--- src/rtl/rst_sequencer.sv ---
// rtl/rst_sequencer.sv - synchronised reset request with minimum hold and staged domain release
// Holds every domain in reset for HOLD_CYCLES after the last request, then releases them in index order.
module rst_sequencer #(
   parameter int NUM_DOMAINS = 4,
   parameter int SYNC_STAGES = 2,
   parameter int HOLD_CYCLES = 16,
   parameter int STEP_CYCLES = 8
) (
   input  logic                   clk,
   input  logic                   rst,
   input  logic                   ext_rst_n,
   input  logic                   soft_rst,
   output logic [NUM_DOMAINS-1:0] sys_rst_n,
   output logic                   rst_done,
   output logic                   busy
);

   localparam int MAX_CYCLES = (HOLD_CYCLES > STEP_CYCLES) ? HOLD_CYCLES : STEP_CYCLES;
   localparam int CNT_W      = $clog2(MAX_CYCLES + 1);
   localparam int IDX_W      = (NUM_DOMAINS > 1) ? $clog2(NUM_DOMAINS) : 1;

   localparam logic [CNT_W-1:0] HOLD_LAST = CNT_W'(HOLD_CYCLES - 1);
   localparam logic [CNT_W-1:0] STEP_LAST = CNT_W'(STEP_CYCLES - 1);
   localparam logic [IDX_W-1:0] IDX_LAST  = IDX_W'(NUM_DOMAINS - 1);

   localparam logic [1:0] ST_HOLD    = 2'd0;
   localparam logic [1:0] ST_RELEASE = 2'd1;
   localparam logic [1:0] ST_RUN     = 2'd2;

   logic [SYNC_STAGES-1:0] sync_q;
   logic                   ext_sync;
   logic                   req;
   logic [1:0]             state;
   logic [CNT_W-1:0]       cnt;
   logic [IDX_W-1:0]       idx;

   // Reset clears the chain to the asserted level so a pin that is already high still waits out the chain.
   always_ff @(posedge clk) begin
      if (rst) begin
         sync_q <= '0;
      end else begin
         sync_q <= {sync_q[SYNC_STAGES-2:0], ext_rst_n};
      end
   end

   assign ext_sync = sync_q[SYNC_STAGES-1];
   assign req      = ~ext_sync | soft_rst;

   always_ff @(posedge clk) begin
      if (rst || req) begin
         state     <= ST_HOLD;
         cnt       <= '0;
         idx       <= '0;
         sys_rst_n <= '0;
         rst_done  <= 1'b0;
         busy      <= 1'b1;
      end else begin
         case (state)
            ST_HOLD: begin
               if (cnt == HOLD_LAST) begin
                  cnt          <= '0;
                  sys_rst_n[0] <= 1'b1;
                  if (NUM_DOMAINS == 1) begin
                     state    <= ST_RUN;
                     rst_done <= 1'b1;
                     busy     <= 1'b0;
                  end else begin
                     state <= ST_RELEASE;
                     idx   <= IDX_W'(1);
                  end
               end else begin
                  cnt <= cnt + CNT_W'(1);
               end
            end
            ST_RELEASE: begin
               if (cnt == STEP_LAST) begin
                  cnt <= '0;
                  for (int i = 0; i < NUM_DOMAINS; i++) begin
                     if (IDX_W'(i) == idx) begin
                        sys_rst_n[i] <= 1'b1;
                     end
                  end
                  if (idx == IDX_LAST) begin
                     state    <= ST_RUN;
                     rst_done <= 1'b1;
                     busy     <= 1'b0;
                  end else begin
                     idx <= idx + IDX_W'(1);
                  end
               end else begin
                  cnt <= cnt + CNT_W'(1);
               end
            end
            ST_RUN: begin
            end
            // An unreachable encoding restarts the sequence from a fully asserted state.
            default: begin
               state     <= ST_HOLD;
               cnt       <= '0;
               idx       <= '0;
               sys_rst_n <= '0;
               rst_done  <= 1'b0;
               busy      <= 1'b1;
            end
         endcase
      end
   end

endmodule
--- config.mk ---
export PLATFORM = sky130hd
export DESIGN_NAME = rst_sequencer
export DESIGN_NICKNAME = d
export VERILOG_FILES = /design/src/rtl/rst_sequencer.sv
export SDC_FILE = /design/constraint.sdc
export NUM_CORES = 1
export LEC_CHECK = 0
export BUFFER_PORTS_ARGS = -buffer_cell sky130_fd_sc_hd__buf_2
export CORE_MARGIN = 3
export CORE_UTILIZATION = 40
export CTS_CLUSTER_DIAMETER = 80
export DETAILED_ROUTE_END_ITERATION = 12
export PLACE_DENSITY = 0.62
export SLEW_MARGIN = 10
export SYNTH_ARGS = -nofsm -noshare
export SYNTH_HDL_FRONTEND = slang
export SYNTH_SLANG_ARGS = --single-unit
--- constraint.sdc ---
create_clock -name clk -period 5.2 [get_ports clk]
set_input_delay 0.26 -clock clk [delete_from_list [all_inputs] [get_ports clk]]
set_output_delay 0.26 -clock clk [all_outputs]
set_load 0.02 [all_outputs]
-- Word level (Yosys, flattened, before mapping)
Cells that the tools add are included.
- register bits: 17
- input port bits: 4
- output and inout port bits: 6
- add/subtract/negate cells: 2
- equality and inequality tests: 16
- mux-type cells: 24
- bitwise logic cells: 4
- reduce and logical (&&, ||, !) cells: 11
- operators with widths (kind ; number):
    2-bit inequality test (second input constant) ; 8
    5-bit one-hot mux with 3 select lines ; 1
    2-bit one-hot mux with 3 select lines ; 2
    3-bit AND reduction ; 4
    4-bit AND reduction ; 3
    2-bit two-way mux ; 5
    5-bit two-way mux ; 2
    1-bit two-way mux ; 9
    3-bit one-hot mux with 2 select lines ; 1
    5-bit by 1-bit adder with 5-bit output (second input constant) ; 1
    5-bit by 3-bit equality test with 1-bit output (second input constant) ; 1
    5-bit by 4-bit equality test with 1-bit output (second input constant) ; 1
    2-bit equality test (first input constant) ; 2
    2-bit equality test (second input constant) ; 2
    2-bit zero test ; 2
    4-bit two-way mux ; 1
    1-bit one-hot mux with 2 select lines ; 2
    1-bit NOT ; 3
    1-bit one-hot mux with 3 select lines ; 1
    2-bit by 1-bit adder with 2-bit output (second input constant) ; 1
    1-bit by 2-bit equality test with 1-bit output (first input constant) ; 1
    2-bit by 1-bit equality test with 1-bit output (second input constant) ; 1
    2-bit OR reduction ; 1
    1-bit logical OR ; 1
    1-bit OR ; 1

-- Longest topological paths before layout
Gate-level depths: netlist of the first run.
- depth in word-level cells: 4
- gate-level depth with buffers: 8
- mapped depth without buffers: 8

-- Worst setup path before layout of the first run
Ideal clock, no wire load.
- kind: reg-to-reg
- start: reg cnt[0]
- end: reg cnt[3]
- arrival time: 1.609 ns
- required time: 5.130 ns
- path slack: 3.521 ns
- stages on the path, launching flop included: 8
- period minus slack after synthesis: 1.679 ns
- cell sequence: dfxtp_1 -> ha_1 -> nand3_1 -> inv_1 -> ha_1 -> nor2b_1 -> or4_1 -> a21oi_1
- word-level cells in the longest chain between the ends: 3
- RTL lines (item ; RTL line ; source):
    from (decl) ; 34 ; logic [CNT_W-1:0] cnt;
    from (signal assigned) ; 72 ; cnt <= cnt + CNT_W'(1);
    from (signal assigned) ; 91 ; cnt <= cnt + CNT_W'(1);
    5-bit by 1-bit adder with 5-bit output (tied with other cells) ; 72, 91 ;
    5-bit two-way mux (on tied branches) ; 76, 60 ;
    5-bit one-hot mux with 3 select lines * ; 58 ; case (state)
Every way passes the cells marked *; elsewhere a longest branch is shown, timed or not.
A chain may end at the register's enable or synchronous reset.

-- Worst setup path in the final report of the first run
Ends and elaborated chain as after synthesis.

==> results of run 1 <==
[worst register-to-register path: stages, from the launching register on]
cell and delay, ns:
sky130_fd_sc_hd__dfxtp_1 0.35, sky130_fd_sc_hd__ha_1 0.24, sky130_fd_sc_hd__nand3_1 0.11, sky130_fd_sc_hd__inv_1 0.05, sky130_fd_sc_hd__ha_1 0.20, sky130_fd_sc_hd__nor2b_1 0.18, sky130_fd_sc_hd__or4_1 0.52, sky130_fd_sc_hd__a21oi_1 0.13
[registers in the layout (all words and copies together) (netlist names)]
signal	cells
idx	2
sys_rst_n	3
cnt	5
state	2
rst_done	1
sync_q	2
busy	1
[final cells by class]
class | count | area, sq um
Fill cell | 179 | 923
Multi-Input combinational cell | 62 | 404
Sequential cell | 16 | 320
Timing Repair Buffer | 9 | 45.0
Clock buffer | 4 | 36.3
Tap cell | 25 | 31.3
Inverter | 6 | 22.5
[power breakdown]
| group | leakage, nW | internal (mW) | switching, mW |
|---|---|---|---|
| registers | 0.129 | 0.123 | 0.000266 |
| clock network | 0.0210 | 0.0427 | 0.0403 |
| logic | 0.172 | 0.00162 | 0.00128 |
| total | 0.322 | 0.168 | 0.0418 |
[metal layers]
layer  global-route usage [%]  wire length, um  vias up  part of all wire (%)
met4                     10.6               34        0                   2.2
met3                     2.67               54        4                   3.5
met2                     22.8              721       18                    47
li1                         -                -      331                     -
met5                        0                0        -                     0
met1                     17.2              734      308                    48
[synth_stat cells]
cell / n / area, sq um
sky130_fd_sc_hd__clkbuf_1: 1 / 3.75
sky130_fd_sc_hd__nor3_1: 2 / 10.0
sky130_fd_sc_hd__a32oi_1: 1 / 8.76
sky130_fd_sc_hd__or3b_2: 1 / 8.76
sky130_fd_sc_hd__nor2_1: 11 / 41.3
sky130_fd_sc_hd__a31oi_1: 3 / 18.8
sky130_fd_sc_hd__a21oi_1: 9 / 45.0
sky130_fd_sc_hd__and2_4: 1 / 8.76
sky130_fd_sc_hd__nor2b_1: 3 / 18.8
sky130_fd_sc_hd__nand3b_1: 1 / 7.51
sky130_fd_sc_hd__dfxtp_1: 16 / 320
sky130_fd_sc_hd__a22oi_1: 1 / 7.51
sky130_fd_sc_hd__or4_1: 3 / 22.5
sky130_fd_sc_hd__buf_4: 1 / 7.51
sky130_fd_sc_hd__a2111oi_0: 1 / 8.76
sky130_fd_sc_hd__nand3_1: 3 / 15.0
sky130_fd_sc_hd__nand2_1: 5 / 18.8
sky130_fd_sc_hd__mux2i_1: 1 / 10.0
sky130_fd_sc_hd__nand4_1: 1 / 6.26
sky130_fd_sc_hd__a21o_1: 2 / 15.0
sky130_fd_sc_hd__buf_6: 1 / 11.3
sky130_fd_sc_hd__inv_1: 6 / 22.5
sky130_fd_sc_hd__buf_2: 2 / 10.0
sky130_fd_sc_hd__ha_1: 7 / 87.6
sky130_fd_sc_hd__nor3b_1: 1 / 7.51
sky130_fd_sc_hd__o211ai_1: 2 / 15.0
sky130_fd_sc_hd__o21ai_0: 2 / 10.0
sky130_fd_sc_hd__and4bb_1: 1 / 12.5
[cell families after synthesis]
family | count (synthesis) | share of synthesized area [%]
multiplexers | 1 | 1.28
flip-flops | 16 | 41.1
AO/OA/AOI/OAI | 21 | 16.5
adder cells (fa/ha/maj) | 7 | 11.2
buffers and inverters | 11 | 7.06
AND/OR/NAND/NOR | 33 | 22.8
[stage by stage]
stage / hold slack, ns / power [mW] / cell area, sq um
6_report: 0.144 / 0.209 / 860
5_1_grt: 0.136 / 0.219 / 860
4_1_cts: 0.138 / 0.212 / 860
3_5_place_dp: 0.439 / 0.129 / 823
3_3_place_gp: 0.420 / 0.129 / 823
2_1_floorplan: 0.332 / 0.128 / 779
[final timing paths]
| check | startpoint | endpoint | slack [ns] | depth (start not counted) |
|---|---|---|---|---|
| max | cnt[0]$_SDFFE_PP0N_ | cnt[3]$_SDFFE_PP0N_ | 3.36 | 7 |
| min | rst | sync_q[1]$_SDFF_PP0_ | 0.14 | 2 |
| max reg2reg | cnt[0]$_SDFFE_PP0N_ | cnt[3]$_SDFFE_PP0N_ | 3.36 | 7 |
| min reg2reg | sync_q[0]$_SDFF_PP0_ | sync_q[1]$_SDFF_PP0_ | 0.45 | 1 |
==> insert_results.sql, run 1 <==
INSERT INTO impl_metrics (metric_group, metric, value, unit) VALUES
('run_status', 'outcome', 'complete, no violations', ''),
('worst_setup_path', 'crit_top_cell', 'sky130_fd_sc_hd__ha_1', ''),
('timing', 'finalSetupViolCount', '0', ''),
('floorplan', 'ioPinCount', '10', ''),
('finish', 'diodes', '0', ''),
('timing', 'timing.final.max_slew_violations', '0', ''),
('place', 'numPlacedInstances', '118', ''),
('cts', 'cts.sink_count', '16', ''),
('worst_setup_path', 'critPathSlowestCell', 'sky130_fd_sc_hd__or4_1', ''),
('floorplan', 'placeableCoreArea', '1780', 'sq um'),
('timing', 'worst-slew-pin-transition', '0.400', 'ns'),
('logic_synthesis', 'synth.yosys.seq_area_share', '41.1', '%'),
('worst_setup_path', 'slowest_delay', '0.52', 'ns'),
('logic_synthesis', 'synth.avg_cell_area', '8.76', 'sq um'),
('worst_setup_path', 'startpoint_type', 'flop', ''),
('grt', 'global_route.usage.total', '14.4', '%'),
('floorplan', 'floorplan.initialDensity', '43.7', '%'),
('cts', 'root_buffer', 'sky130_fd_sc_hd__clkbuf_4', ''),
('worst_setup_path', 'crit_buf_inv', '1', ''),
('routing', 'drt-vias-per-instance', '5.42', ''),
('finish', 'syn_to_final_growth', '10.3', '%'),
('routing', 'remaining_antenna_violation_count', '0', ''),
('timing', 'relSlewSlack', '73.3', '%'),
('place', 'dpl.hpwl', '1120', 'um'),
('cts', 'insertion_delay', '0.29', 'ns'),
('floorplan', 'die_w', '50.1', 'um'),
('finish', 'layout-drive-gt1-share', '15.5', '%'),
('worst_setup_path', 'timing.critical_path.arrival', '2.06', 'ns'),
('worst_setup_path', 'worst_path_dominant_cell_family', 'simple AND/OR/NAND/NOR gates', ''),
('worst_setup_path', 'setup.worst_path.class', 'flop to flop', ''),
('cts', 'cts-buffers-inserted', '3', ''),
('finish', 'final_nets', '109', ''),
('logic_synthesis', 'post_synth_num_cell_types', '28', ''),
('timing', 'fmax', '0.545', 'GHz'),
('finish', 'stdcell_count', '122', ''),
('cts', 'cts_tree', 'done', ''),
('timing', 'clock_skew', '0.00183', 'ns'),
('power_and_ir_drop', 'power.static_leakage', '0.322', 'nW'),
('routing', 'routedWlPerCell', '12.7', 'um'),
('routing', 'first_pass_iters', '4', ''),
('grt', 'vias_in_the_first_global_route', '628', ''),
('timing', 'final.setup.worst_slack', '3.36', 'ns'),
('finish', 'finish.utilization', '48.2', '%'),
('logic_synthesis', 'syn_nets', '100', ''),
('floorplan', 'fp.dieH', '50.1', 'um'),
('grt', 'grt_start_max_net_pins', '13', ''),
('timing', 'finalHoldViolCount', '0', ''),
('floorplan', 'rows', '15', ''),
('cts', 'ctsHtreeMaxLevel', '1', ''),
('power_and_ir_drop', 'power.density_cell_area', '244', 'nW/um^2'),
('timing', 'final.period_utilization', '35.3', '%'),
('power_and_ir_drop', 'peak_supply_drop', '0.186', 'mV'),
('logic_synthesis', 'synthCells', '89', ''),
('cts', 'number_of_buffers_inserted_to_repair_setup_after_cts', '0', ''),
('worst_setup_path', 'path_cells', 'ha_1, nand3_1, inv_1, ha_1, nor2b_1, or4_1, a21oi_1', ''),
('grt', 'antenna_found_initial', '0', ''),
('routing', 'via_count', '661', ''),
('logic_synthesis', 'synth.yosys.warnings', '0', ''),
('floorplan', 'die_area', '2510', 'sq um'),
('grt', 'grt_first_pass_wirelength', '2750', 'um'),
('job', 'timing.max_cap.violations', '0', ''),
('routing', 'totalWireLength', '1550', 'um'),
('timing', 'setup_repair_after_global_routing_missed_its_margin', 'false', ''),
('worst_setup_path', 'critPathRequiredTime', '5.43', 'ns'),
('cts', 'ctsLongestPathBuffers', '2', ''),
('cts', 'cts.clk_slew.worst_paths', '0.09', 'ns'),
('timing', 'totalNegativeSetupSlack', '0', 'ns'),
('logic_synthesis', 'synth_seq_cells', '16', ''),
('min_path', 'worst_hold_path_type', 'input port to flop', ''),
('finish', 'layout_common_cells', 'sky130_fd_sc_hd__dfxtp_1, sky130_fd_sc_hd__nor2_1, sky130_fd_sc_hd__a21oi_1, sky130_fd_sc_hd__buf_2, sky130_fd_sc_hd__ha_1', ''),
('grt', 'remaining_overflow_grt', '0', ''),
('place', 'place_ws', '3.40', 'ns'),
('finish', 'final_common_cell', 'sky130_fd_sc_hd__dfxtp_1', ''),
('place', 'port-buffer-count', '9', ''),
('worst_setup_path', 'crit_fanout', '5', ''),
('place', 'gp_routability_congestion', '0.795', ''),
('cts', 'ctsResizeCount', '0', ''),
('logic_synthesis', 'post_synth_instance_area', '779', 'sq um'),
('routing', 'route.detailed.drc', '0', ''),
('routing', 'drt_first_iter_violations', '7', ''),
('timing', 'min_period', '1.84', 'ns'),
('worst_setup_path', 'setup.worst_path.end_class', 'flop', ''),
('cts', 'cts.hold.buffers_added', '0', '');
No activity file was read; power rests on OpenSTA's default activity.
==> inputs of run 2 (changes only) <==
PLACE_DENSITY = 0.64   (was 0.62)
clock period = 1.65 ns   (was 5.2 ns; I/O delays follow)
==> insert_results.sql, run 2 (synthesis gave the netlist of run 1 again) <==
INSERT INTO impl_metrics (metric_group, metric, value, unit) VALUES
('floorplan', 'die_w', '50.1', 'um'),
('power_and_ir_drop', 'total_power', '0.656', 'mW'),
('worst_setup_path', 'worst_path_dominant_cell_family', 'simple AND/OR/NAND/NOR gates', ''),
('finish', 'layout-drive-gt1-share', '32.7', '%'),
('min_path', 'worst_hold_path_type', 'input port to flop', ''),
('routing', 'first_pass_iters', '4', ''),
('routing', 'remaining_antenna_violation_count', '0', ''),
('cts', 'cts.clk_slew.worst_paths', '0.09', 'ns'),
('floorplan', 'rows', '15', ''),
('power_and_ir_drop', 'power.static_leakage', '0.375', 'nW'),
('worst_setup_path', 'startpoint_type', 'flop', ''),
('worst_setup_path', 'slowest_delay', '0.49', 'ns'),
('finish', 'final_common_cell', 'sky130_fd_sc_hd__dfxtp_1', ''),
('timing', 'finalSetupViolCount', '0', ''),
('worst_setup_path', 'path_cells', 'ha_4, and4bb_1, and2_4, or4_1, a21oi_2', ''),
('timing', 'min_period', '1.59', 'ns'),
('place', 'port-buffer-count', '9', ''),
('finish', 'top_register', 'cnt', ''),
('grt', 'global_route.usage.total', '14.9', '%'),
('finish', 'syn_to_final_growth', '25.8', '%'),
('grt', 'vias_in_the_first_global_route', '688', ''),
('floorplan', 'placeableCoreArea', '1780', 'sq um'),
('grt', 'antenna_found_initial', '0', ''),
('timing', 'relSlewSlack', '71.4', '%'),
('routing', 'via_count', '686', ''),
('place', 'dpl.hpwl', '1190', 'um'),
('cts', 'insertion_delay', '0.28', 'ns'),
('floorplan', 'fp.dieH', '50.1', 'um'),
('worst_setup_path', 'crit_buf_inv', '0', ''),
('cts', 'ctsHtreeMaxLevel', '1', ''),
('routing', 'drt-vias-per-instance', '5.20', ''),
('place', 'gp_routability_congestion', '0.765', ''),
('grt', 'grt_start_max_net_pins', '12', ''),
('floorplan', 'floorplan.initialDensity', '43.7', '%'),
('finish', 'diodes', '0', ''),
('finish', 'final_nets', '119', ''),
('cts', 'cts_tree', 'done', ''),
('timing', 'final.period_utilization', '96.4', '%'),
('finish', 'top_regs', 'cnt: 5 flops, sys_rst_n: 3 flops', ''),
('worst_setup_path', 'setup.worst_path.class', 'flop to flop', ''),
('timing', 'worst-slew-pin-transition', '0.428', 'ns'),
('cts', 'cts-buffers-inserted', '3', ''),
('grt', 'grt_first_pass_wirelength', '2900', 'um'),
('worst_setup_path', 'critPathSlowestCell', 'sky130_fd_sc_hd__or4_1', ''),
('power_and_ir_drop', 'power.density_cell_area', '669', 'nW/um^2'),
('power_and_ir_drop', 'peak_supply_drop', '0.450', 'mV'),
('finish', 'layout_common_cells', 'sky130_fd_sc_hd__dfxtp_1, sky130_fd_sc_hd__nor2_1, sky130_fd_sc_hd__buf_2, sky130_fd_sc_hd__buf_4, sky130_fd_sc_hd__a21oi_1', ''),
('timing', 'finalHoldViolCount', '0', ''),
('worst_setup_path', 'timing.critical_path.arrival', '1.81', 'ns'),
('timing', 'fmax', '0.629', 'GHz'),
('finish', 'layout.filler_cells', '172', ''),
('routing', 'routedWlPerCell', '12.5', 'um'),
('timing', 'finalHoldWorstSlack', '0.0170', 'ns'),
('worst_setup_path', 'critPathRequiredTime', '1.87', 'ns'),
('floorplan', 'ioPinCount', '10', ''),
('run_status', 'outcome', 'complete, no violations', ''),
('cts', 'root_buffer', 'sky130_fd_sc_hd__clkbuf_4', ''),
('job', 'timing.max_cap.violations', '0', ''),
('timing', 'timing.final.max_slew_violations', '0', ''),
('grt', 'remaining_overflow_grt', '0', ''),
('routing', 'totalWireLength', '1650', 'um'),
('cts', 'cts.sink_count', '16', ''),
('worst_setup_path', 'crit_fanout', '3', ''),
('cts', 'ctsLongestPathBuffers', '2', ''),
('routing', 'route.detailed.drc', '0', ''),
('routing', 'drt_first_iter_violations', '11', ''),
('worst_setup_path', 'setup.worst_path.end_class', 'flop', ''),
('floorplan', 'die_area', '2510', 'sq um'),
('timing', 'clock_skew', '0.000851', 'ns'),
('finish', 'largest_register_ff_count', '5', '');
-- run 2: worst paths after layout --
check	from	to	slack [ns]	cells after the start
worst max-delay path	cnt[0]$_SDFFE_PP0N_	cnt[3]$_SDFFE_PP0N_	0.06	5
worst min-delay path	ext_rst_n	sync_q[0]$_SDFF_PP0_	0.02	2
worst max register to register	cnt[0]$_SDFFE_PP0N_	cnt[3]$_SDFFE_PP0N_	0.06	5
worst min register to register	sync_q[0]$_SDFF_PP0_	sync_q[1]$_SDFF_PP0_	0.45	1
-- run 2: report_power, final --
part / internal (mW) / total [mW] / switching (mW)
clock: 0.134 / 0.254 / 0.120
sequential: 0.389 / 0.389 / 0.000783
combinational: 0.00736 / 0.0123 / 0.00498
total: 0.530 / 0.656 / 0.126
-- run 2: final cells by class --
class                      count  area, sq um  area share [%]
clock buffer                   4         36.3            3.70
inverter                       6         22.5            2.30
multi-input combinational     62          445            45.4
sequential                    16          323            32.9
tap                           25         31.3            3.19
timing repair buffer          19          123            12.5
-- run 2: what timing repair did --
| item | CTS | global route |
|---|---|---|
| gates resized for setup | 3 | 9 |
| hold buffers | 1 | 0 |
| hold endpoints to repair | 2 | 0 |
| setup buffers | 1 | 0 |
| pin swaps | 3 | 2 |
| endpoints found under the setup margin | 1 | 7 |
-- run 2: metal layers --
metal / track usage, % / part of all wire [%] / vias to the layer above / routed length, um
met2: 23.9 / 47 / 14 / 778
li1: - / - / 349 / -
met4: 4.15 / 0.79 / 0 / 13
met5: 0 / 0 / - / 0
met3: 4.45 / 3.3 / 2 / 55
met1: 19.2 / 49 / 321 / 802
-- run 2: stage by stage --
stage          worst slack [ns]  cell area [sq um]  setup TNS, ns  utilization (%)  cells
2_1_floorplan           0.00506                782              0                -     89
3_3_place_gp             0.0496                886              0             49.7    126
3_5_place_dp            -0.0415                886        -0.0415             49.7    126
4_1_cts                 0.00892                950              0             53.3    132
5_1_grt                -0.00522                981       -0.00522             55.0    132
6_report                 0.0602                981              0             55.0    132
